File: src/rtl/dbreak_ctrl_pkg.sv
// Shared types and CPU major-state encodings for the data-break controller.
package dbreak_ctrl_pkg;

  localparam int unsigned MS_W   = 5;
  localparam int unsigned DATA_W = 12;

  // CPU major-state encodings as seen on the state bus
  localparam logic [MS_W-1:0] F1  = 5'b00001;
  localparam logic [MS_W-1:0] DB0 = 5'b00100;
  localparam logic [MS_W-1:0] DB1 = 5'b01000;
  localparam logic [MS_W-1:0] DB2 = 5'b10000;

  typedef enum logic [1:0] {
    ST_IDLE = 2'd0,
    ST_REQ  = 2'd1,
    ST_XFER = 2'd2,
    ST_DONE = 2'd3
  } dbstate_t;

endpackage

File: src/rtl/dbreak_ctrl.sv
// Data-break controller: turns disk-engine requests into CPU data-break cycles.
// Optional REQ watchdog enabled by defining DBREAK_TIMEOUT_EN.
module dbreak_ctrl
  import dbreak_ctrl_pkg::*;
#(
  parameter int unsigned TIMEOUT_CYC = 1024,
  parameter int unsigned ADDR_W      = 15
) (
  input  logic              clk,
  input  logic              reset,
  input  logic              clear,
  input  logic [MS_W-1:0]   state,
  input  logic [DATA_W-1:0] mem_rdata,
  input  logic              dmaREQ,
  input  logic              dmaRD,
  input  logic              dmaWR,
  input  logic [ADDR_W-1:0] dmaADDR,
  input  logic [DATA_W-1:0] dmaDOUT,
  output logic              dmaGNT,
  output logic [DATA_W-1:0] dmaDIN,
  output logic              data_break,
  output logic [ADDR_W-1:0] break_addr,
  output logic [DATA_W-1:0] break_data,
  output logic              break_wr,
  output logic              db_err
);

  if (TIMEOUT_CYC < 2 || TIMEOUT_CYC > 65535) begin : g_bad_timeout
    $error("dbreak_ctrl: TIMEOUT_CYC out of range");
  end

  dbstate_t          st_q;
  logic              data_break_q;
  logic              gnt_q;
  logic [ADDR_W-1:0] addr_q;
  logic [DATA_W-1:0] data_q;
  logic              wr_q;
  logic [DATA_W-1:0] din_q;
  logic              req_ok_c;
  logic              wd_expire_c;

  // Only a request with exactly one direction bit set is accepted
  assign req_ok_c = dmaREQ & (dmaRD ^ dmaWR);

`ifdef DBREAK_TIMEOUT_EN
  localparam int unsigned   WD_W    = 16;
  localparam logic [WD_W-1:0] WD_LAST = WD_W'(TIMEOUT_CYC - 1);

  logic [WD_W-1:0] wd_cnt_q;
  logic [WD_W-1:0] wd_cnt_d;
  logic            db_err_q;

  // Counts cycles spent in REQ; DB1 in the same cycle wins over expiry
  assign wd_cnt_d    = (st_q == ST_REQ) ? wd_cnt_q + WD_W'(1) : '0;
  assign wd_expire_c = (st_q == ST_REQ) && (state != DB1) && (wd_cnt_q == WD_LAST);
  assign db_err      = db_err_q;

  always_ff @(posedge clk or negedge reset) begin
    if (!reset) begin
      wd_cnt_q <= '0;
      db_err_q <= 1'b0;
    end else if (clear) begin
      wd_cnt_q <= '0;
      db_err_q <= 1'b0;
    end else begin
      wd_cnt_q <= wd_cnt_d;
      if (wd_expire_c) db_err_q <= 1'b1;
    end
  end
`else
  assign wd_expire_c = 1'b0;
  assign db_err      = 1'b0;
`endif

  // Break sequencing FSM with registered outputs
  always_ff @(posedge clk or negedge reset) begin
    if (!reset) begin
      st_q         <= ST_IDLE;
      data_break_q <= 1'b0;
      gnt_q        <= 1'b0;
      addr_q       <= '0;
      data_q       <= '0;
      wr_q         <= 1'b0;
      din_q        <= '0;
    end else if (clear) begin
      st_q         <= ST_IDLE;
      data_break_q <= 1'b0;
      gnt_q        <= 1'b0;
    end else begin
      case (st_q)
        ST_IDLE: begin
          if (req_ok_c) begin
            st_q         <= ST_REQ;
            addr_q       <= dmaADDR;
            data_q       <= dmaDOUT;
            wr_q         <= dmaWR;
            data_break_q <= 1'b1;
          end
        end
        ST_REQ: begin
          if (state == DB1) begin
            st_q         <= ST_XFER;
            data_break_q <= 1'b0;
          end else if (wd_expire_c) begin
            st_q         <= ST_DONE;
            gnt_q        <= 1'b1;
            data_break_q <= 1'b0;
            if (!wr_q) din_q <= '0;
          end
        end
        ST_XFER: begin
          // A DB2 seen before DB1 never reaches here, so it is ignored
          if (state == DB2) begin
            st_q  <= ST_DONE;
            gnt_q <= 1'b1;
            if (!wr_q) din_q <= mem_rdata;
          end
        end
        ST_DONE: begin
          st_q  <= ST_IDLE;
          gnt_q <= 1'b0;
        end
        default: st_q <= ST_IDLE;
      endcase
    end
  end

  assign dmaGNT     = gnt_q;
  assign dmaDIN     = din_q;
  assign data_break = data_break_q;
  assign break_addr = addr_q;
  assign break_data = data_q;
  assign break_wr   = wr_q;

endmodule

File: config.mk
export PLATFORM = sky130hd
export DESIGN_NAME = dbreak_ctrl
export DESIGN_NICKNAME = d
export VERILOG_FILES = /design/src/rtl/dbreak_ctrl_pkg.sv /design/src/rtl/dbreak_ctrl.sv
export SDC_FILE = /design/constraint.sdc
export NUM_CORES = 1
export LEC_CHECK = 0
export ABC_AREA = 1
export ABC_CLOCK_PERIOD_IN_PS = 3800
export CAP_MARGIN = 20
export CORE_UTILIZATION = 44
export DETAILED_ROUTE_END_ITERATION = 10
export PLACE_DENSITY_LB_ADDON = 0.12
export SKIP_CTS_REPAIR_TIMING = 1
export SYNTH_ARGS = -nofsm -noshare
export SYNTH_HDL_FRONTEND = slang
export SYNTH_SLANG_ARGS = --single-unit
File: constraint.sdc
create_clock -name clk -period 3.8 [get_ports clk]
set_clock_uncertainty 0.1 [all_clocks]
set_input_delay 0.95 -clock clk [delete_from_list [all_inputs] [get_ports clk]]
set_output_delay 0.95 -clock clk [all_outputs]
set_load 0.05 [all_outputs]
==> out/summary.md, run 1 <==
The cell type of the slowest stage on the worst timing path is sky130_fd_sc_hd__clkdlybuf4s50_1. For the core outline area, the log shows 4350 um^2. The number of max-slew violations in the final report was 0. The number of cells on the worst reg-to-reg path is 6.

The length of the first detailed-routing pass in iterations is 6, and the share of async-settable or async-resettable flops after synthesis is 1.00. The cell area that synthesis handed to floorplanning was 1990 um^2. For this run, the top clock speed supported by timing is 381 MHz. For this run, the leading register cell type out of synthesis is sky130_fd_sc_hd__dfrtp_1. The clock period could shrink to 2630 ps. Registers take 1100 um^2. The number of flops mapped to enable cells by yosys was 0; the vias per cell was 4.75. The number of different library cells used by synthesis comes to 20. The number of max-cap violations was 0; the biggest fanout along the worst timing path was 3.

The logic depth of the worst path, buffers included was 1. The share of final-layout standard cells stronger than drive strength 1 was 0.0828. The hold violation total from the final report is 0. The net count of the finished layout is 369. At the worst endpoint, the arrival time is 1580 ps. The portion of the clock cycle consumed by the worst path in the final layout works out to 0.691. For this run the aggregate overflow at the end of global routing stands at 0. The number of buffers inserted during clock tree synthesis was 5. At the later pin of the worst-skew pair, clock insertion delay measures 290 ps.

The logs give 1170 ps for the setup slack of the critical path after layout and 7.77 mm for the global-route wire length before repair. In this run the vertical extent of the chip is 69.2 um. The total number of clock tree sinks was 44; the number of port buffers was 91. In this run the clock root is driven by a sky130_fd_sc_hd__clkbuf_8. The total power after layout is 2.56 mW. Number of antenna violations at the first check in global routing: 0.

The number of antenna diodes in the final layout is 0. The tools report the initial core utilization as 0.456. The synthesized flop and latch total came out at 44.

After detailed routing, the number of remaining DRC violations is 0. The filler cells instantiated in the layout total 372. The power share of the clock group came out at 0.131. Share of total power in combinational logic: 0.566. The top cell type's share of synthesized area works out to 0.554. The kind of cell with the highest combined delay along the critical path is buffers and inverters. The final wirelength is 4.38 mm, and the setup total negative slack is 0 ps. For this design the total switching power over the nets is 1.23 mW. The die outline area is 4790 um^2. In this design, the stage delay of the slowest critical-path cell is 850 ps.

The tools report the number of DRC violations after detailed-routing iteration 0 as 167. H-tree depth: 2. Walking the worst path, the cells encountered are clkdlybuf4s50_1. For the pin with the worst max-slew slack, the measured transition is 897 ps.

The logs give 1689 for the via count of the first global-routing pass and 0.692 for the end-of-flow core utilization. By startpoint and endpoint, the worst setup path is classified as reg2out. The worst setup path is launched from a flip-flop. The top cell type by total area after synthesis was sky130_fd_sc_hd__dfrtp_1.

The run finished with clean final reports. The number of endpoints failing setup at the final stage is 0, and the count of buffering cells on the critical path with inverters included is 1. For the worst setup path, the data required time is 2750 ps. The run gives 0.202 as the global-route total usage across every layer.

Setup repair after global routing left no endpoint under its margin. For this design the ratio of total power to cell area is 850 nW/um^2. After synthesis, the cell types taking the most area are sky130_fd_sc_hd__dfrtp_1 55%, sky130_fd_sc_hd__nand2_1 15%, sky130_fd_sc_hd__nand3_1 8.3%. The leakage power figure is 1.48 nW, and the area taken by multi-input logic gates is 708 um^2. The worst setup path is captured at an output port. The number of nets in the synthesized netlist is 279.

The synthesis-to-finish area growth works out to 51.6%. The cell count after synthesis is 225, and the worst slack on hold paths is 373 ps. The fraction of power spent switching nets works out to 0.480.

TritonCTS built the clock tree. The floorplan step set the die width to 69.2 um. The relative contribution of sequential cells to total power was 0.304; the sequential element share of the synthesized area was 0.554. Entering global routing, the biggest net connects 45 pins. The class of the most critical hold timing path was reg2reg. For the total number of placement rows, the log shows 24. The run gives 0.401 as the normalized max-slew margin.

OpenSTA, run right after detailed placement, puts the worst setup slack at 963 ps. The boundary pin count was 93; the cell internal power dissipation was 1.33 mW. Yosys instantiated no cell more often than sky130_fd_sc_hd__nand2_1. By count the netlist is led by 79 x sky130_fd_sc_hd__nand2_1, 44 x sky130_fd_sc_hd__dfrtp_1, 33 x sky130_fd_sc_hd__nand3_1, 23 x sky130_fd_sc_hd__inv_1, 10 x sky130_fd_sc_hd__o21ai_2. For the count of synthesis-stage warnings from yosys, the log shows 0. After clock tree synthesis, the clock-pin slew on the worst setup and hold paths is 80 ps. Average cell area after synthesis: 8.83 um^2. Counting along the longest clock path gives a buffer depth of 2. Routability-driven placement finished with a final weighted congestion of 0.838.

The routed wirelength normalized by instance count works out to 12.0 um. Count of vias placed by the detailed router: 1738. The count of nets left with antenna violations once routing finished came out at 0.

The worst hold path depth is 2. Summed over all nets, the half-perimeter wirelength after detailed placement is 3.10 mm. VDD sags by at most 0.700 mV.
[area by class of cell]
cell class / count / share of cell area
inverters: 24 / 0.0299
multi-input cells: 145 / 0.235
well taps: 52 / 0.0216
repair buffers: 95 / 0.315
flip-flops and latches: 44 / 0.366
clock buffers: 5 / 0.0229
clock inverters: 1 / 0.00997
[worst paths after layout]
check                                from        endpoint  slack [ps]
hold / removal             break_addr[12]  break_addr[12]         370
min in group asynchronous           reset       dmaDIN[5]         380
max in group asynchronous           reset         st_q[0]        2780
setup reg to reg                  st_q[0]        break_wr        1840
setup / recovery                 break_wr        break_wr        1170
hold reg to reg            break_addr[12]  break_addr[12]         370
[worst register-to-register path: cells and delay by family (launching register included)]
| family | cells | cell delay [ps] |
|---|---|---|
| simple gates | 2 | 640 |
| fa+ha+maj | 1 | 170 |
| buf+inv | 2 | 180 |
| flops | 1 | 430 |
| compound gates | 1 | 360 |
[power by group through the flow]
stage	clock network (mW)	logic [mW]	registers, mW
global placement	0	1.44	0.783
finish	0.334	1.45	0.778
floorplan	0	0.276	1.45
global route	0.363	1.54	0.806
CTS	0.345	1.46	0.779
detailed placement	0	1.46	0.785
[cells by family after synthesis]
kind of cell | after synthesis | share of synthesized area
flops | 44 | 0.554
compound gates | 16 | 0.0605
simple gates | 124 | 0.268
other cells | 1 | 0.00189
buf+inv | 36 | 0.0907
fa+ha+maj | 4 | 0.0252
[through the flow]
stage | instances | instance area [um^2]
CTS | 365 | 2990
floorplan | 225 | 1990
global placement | 359 | 2890
detailed placement | 359 | 2890
global route | 366 | 3010
finish | 366 | 3010
[state kept, by name (all words and copies together) (netlist names)]
signal	cells
break_addr	15
break_data	12
dmaDIN	12
st_q	2
break_wr	1
data_break	1
dmaGNT	1
[layer usage]
layer	vias up	global-route usage	share of wire
met4	0	0.0544	0.0082
met5	-	0	0
li1	875	-	-
met2	61	0.329	0.47
met3	4	0.0509	0.065
met1	798	0.268	0.46
[placed cells by master, fill, tap and decap left out]
master                             n
sky130_fd_sc_hd__o21a_1            1
sky130_fd_sc_hd__o21ai_2          10
sky130_fd_sc_hd__nor3_4            1
sky130_fd_sc_hd__clkdlybuf4s50_1  90
sky130_fd_sc_hd__buf_2             1
sky130_fd_sc_hd__nand3_1          33
sky130_fd_sc_hd__nor2_2            2
sky130_fd_sc_hd__ha_1              4
sky130_fd_sc_hd__dfrtp_1          44
sky130_fd_sc_hd__inv_2             1
sky130_fd_sc_hd__buf_12            1
sky130_fd_sc_hd__bufinv_16         1
sky130_fd_sc_hd__o21ai_0           4
sky130_fd_sc_hd__nand4_1           3
sky130_fd_sc_hd__nand2_1          79
sky130_fd_sc_hd__buf_4             3
sky130_fd_sc_hd__nand2_2           1
sky130_fd_sc_hd__conb_1            1
sky130_fd_sc_hd__clkbuf_8          5
sky130_fd_sc_hd__nor2_1            5
sky130_fd_sc_hd__inv_1            23
sky130_fd_sc_hd__a21oi_1           1
(Power assumes the default switching activity.)
==> inputs of run 2 (changes only) <==
ABC_CLOCK_PERIOD_IN_PS = 2700   (was 3800)
CORE_UTILIZATION = 41   (was 44)
clock period = 2.7 ns   (was 3.8 ns; I/O delays follow)
==> run 2 against run 1 <==
Non-clock buffer count is 5 higher; first-iteration DRC count is 47% lower; combinational power is 41% higher; clock-buffer cell count is 1 higher; worst setup slack worse by 780 ps; global-route usage is 1.8 points lower; clock power is 23% higher; power is 39% higher; hold slack worse by 89 ps; wire length is 1.3% higher.
==> out/summary.md, run 2 (synthesized netlist as in run 1, its figures left out) <==
The run finished with clean final reports. The arrival time reported for the critical path endpoint came out at 1530 ps (-50 ps). The setup total negative slack was 0 ps (unchanged); the vias per cell was 4.67 (-1.7%).

The worst setup path is captured at an output port. The flip-flop count of the largest register after layout was 15 (unchanged). The total number of clock tree sinks is 44 (unchanged), and the synthesis-to-finish area growth is 52.5%. The via count of the first global-routing pass came out at 1618 (-4.2%). The signal on the critical path passes through clkdlybuf4s50_1.

The tools report the clock tree root buffer cell as sky130_fd_sc_hd__clkbuf_8. The number of endpoints failing setup at the final stage was 0 (unchanged); the total power after layout was 3.55 mW (+39%). The normalized max-slew margin came out at 0.598 (+0.197). The slew at the pin with the worst max-slew slack works out to 603 ps (-294 ps). The tools report the number of DRC violations after detailed-routing iteration 0 as 89 (-47%).

The family with the most delay on the worst path was buffers and inverters. The leakage power figure is 1.50 nW (+1.3%), and the H-tree depth is 2 (unchanged). The count of buffering cells on the critical path with inverters included came out at 1 (unchanged). The post-layout minimum cycle time was 2310 ps; the overflow left after global routing was 0 (unchanged).

The run gives 24 (unchanged) as the total number of placement rows. The placer congestion estimate came out at 0.852 (+1.7%). The required time of the worst setup path is 1920 ps (-830 ps). The remaining number of nets flagged by the antenna check after routing was 0 (unchanged).

The initial core utilization is 0.441 (-0.0152). Derived from the worst setup path, the maximum achievable clock frequency is 433 MHz. Leaving out fill and tap cells, the most frequent cell in the layout is sky130_fd_sc_hd__clkdlybuf4s50_1.

The share of final-layout standard cells stronger than drive strength 1 was 0.103 (+0.0200); the routed wirelength normalized by instance count was 11.9 um (-0.62%). The tools report the number of antenna violations at the first check in global routing as 0 (unchanged). The clock transition time at the flip-flop clock pins of the worst setup and hold paths is 80 ps (about the same), and the final-layout fill cell count is 382 (+2.7%). The chip height was 71.6 um (+3.5%). The number of port buffers came out at 91 (unchanged).

The length of the first detailed-routing pass in iterations was 4 (-2). The cell type of the slowest stage on the worst timing path was sky130_fd_sc_hd__clkdlybuf4s50_1. The x dimension of the die works out to 71.6 um (+3.5%).

Worst supply voltage drop on vdd: 0.621 mV (-11%). Setup repair after global routing left no endpoint under its margin. The worst setup path category is reg2out.

The largest incremental delay on the critical path works out to 830 ps (-20 ps). The number of buffers inserted during clock tree synthesis was 5 (unchanged); the power density over the cells was 1170 nW/um^2 (+38%). The portion of the clock cycle consumed by the worst path in the final layout is 0.855. The final antenna diode count came out at 0 (unchanged). The final wirelength was 4.44 mm (+1.3%); the HPWL after detailed placement was 3.32 mm (+7.1%). The biggest fanout along the worst timing path was 3 (unchanged); the count of nets after finishing was 374 (+1.4%). Number of max-cap violations: 0 (unchanged). The tools report the count of vias placed by the detailed router as 1741 (+0.17%). STA classifies the critical path startpoint as a flip-flop.

The tools report the maximum number of pins on one net before global-route repair as 28 (-38%). TritonCTS built the clock tree. The clock tree buffer depth is 2 (unchanged).

The run gives 93 (unchanged) as the boundary pin count. The run gives 0 (unchanged) as the hold violation total from the final report. The die outline area is 5130 um^2 (+7.1%), and the total DRC errors in the routed layout is 0 (unchanged).

The critical path starts at break_wr. The class of the most critical hold timing path is in2async. The clock insertion delay at the later pin of the skew report is 290 ps (about the same), and the number of max-slew violations in the final report is 0 (unchanged).

The global-route total usage across every layer came out at 0.183 (-0.0182). The startpoint identified for the worst register-to-register timing path is st_q[1]. Leaving out fill and tap cells, the most frequent cells in the layout are 90 x sky130_fd_sc_hd__clkdlybuf4s50_1, 79 x sky130_fd_sc_hd__nand2_1, 44 x sky130_fd_sc_hd__dfrtp_1, 33 x sky130_fd_sc_hd__nand3_1, 23 x sky130_fd_sc_hd__inv_1.

The core outline area came out at 4500 um^2 (+3.4%). The global-route wire length before repair is 7.33 mm (-5.7%).
## run 2: path summary, 6_finish.rpt
path | endpoint | slack [ps] | cells past startpoint
max in group asynchronous | break_addr[9] | 1640 | 2
worst max register to register | st_q[0] | 1030 | 9
min in group clk | break_addr[12] | 370 | 2
worst min-delay path | dmaDIN[1] | 280 | 1
worst min register to register | break_addr[12] | 370 | 2
worst max-delay path | break_wr | 390 | 1
## run 2: area by class of cell
cell class	instances	area (um^2)	area share
multi-input combinational	145	708	0.234
tap	52	65.1	0.0215
timing repair buffer	100	973	0.321
inverter	24	90.1	0.0297
clock inverter	2	10.0	0.00330
clock buffer	6	82.6	0.0273
sequential	44	1100	0.363
## run 2: per-stage QoR
| stage | cell area, um^2 | worst slack, ps | hold slack [ps] | instances | utilization |
|---|---|---|---|---|---|
| floorplan | 1990 | 1110 | 279 | 225 | - |
| global placement | 2940 | 533 | 352 | 365 | 0.652 |
| detailed placement | 2940 | 490 | 358 | 365 | 0.652 |
| CTS | 3030 | 369 | 305 | 373 | 0.673 |
| global route | 3030 | 338 | 331 | 373 | 0.673 |
| finish | 3030 | 390 | 284 | 373 | 0.673 |
## run 2: power breakdown
group          internal (mW)  switching (mW)
Clock                  0.204           0.208
Combinational          0.684            1.37
Sequential             0.936           0.156
Total                   1.82            1.73
## run 2: layer usage
layer,up-vias,wire (um),track usage
met5,-,0,0
met3,4,266,0.0464
li1,887,-,-
met4,0,42,0.0654
met2,49,2160,0.305
met1,801,1970,0.233
==> inputs of run 3 (changes only) <==
CTS_CLUSTER_DIAMETER = 60   (was default)
==> results of run 3 <==
Final layout, timing and power as in run 2 (identical DEF).
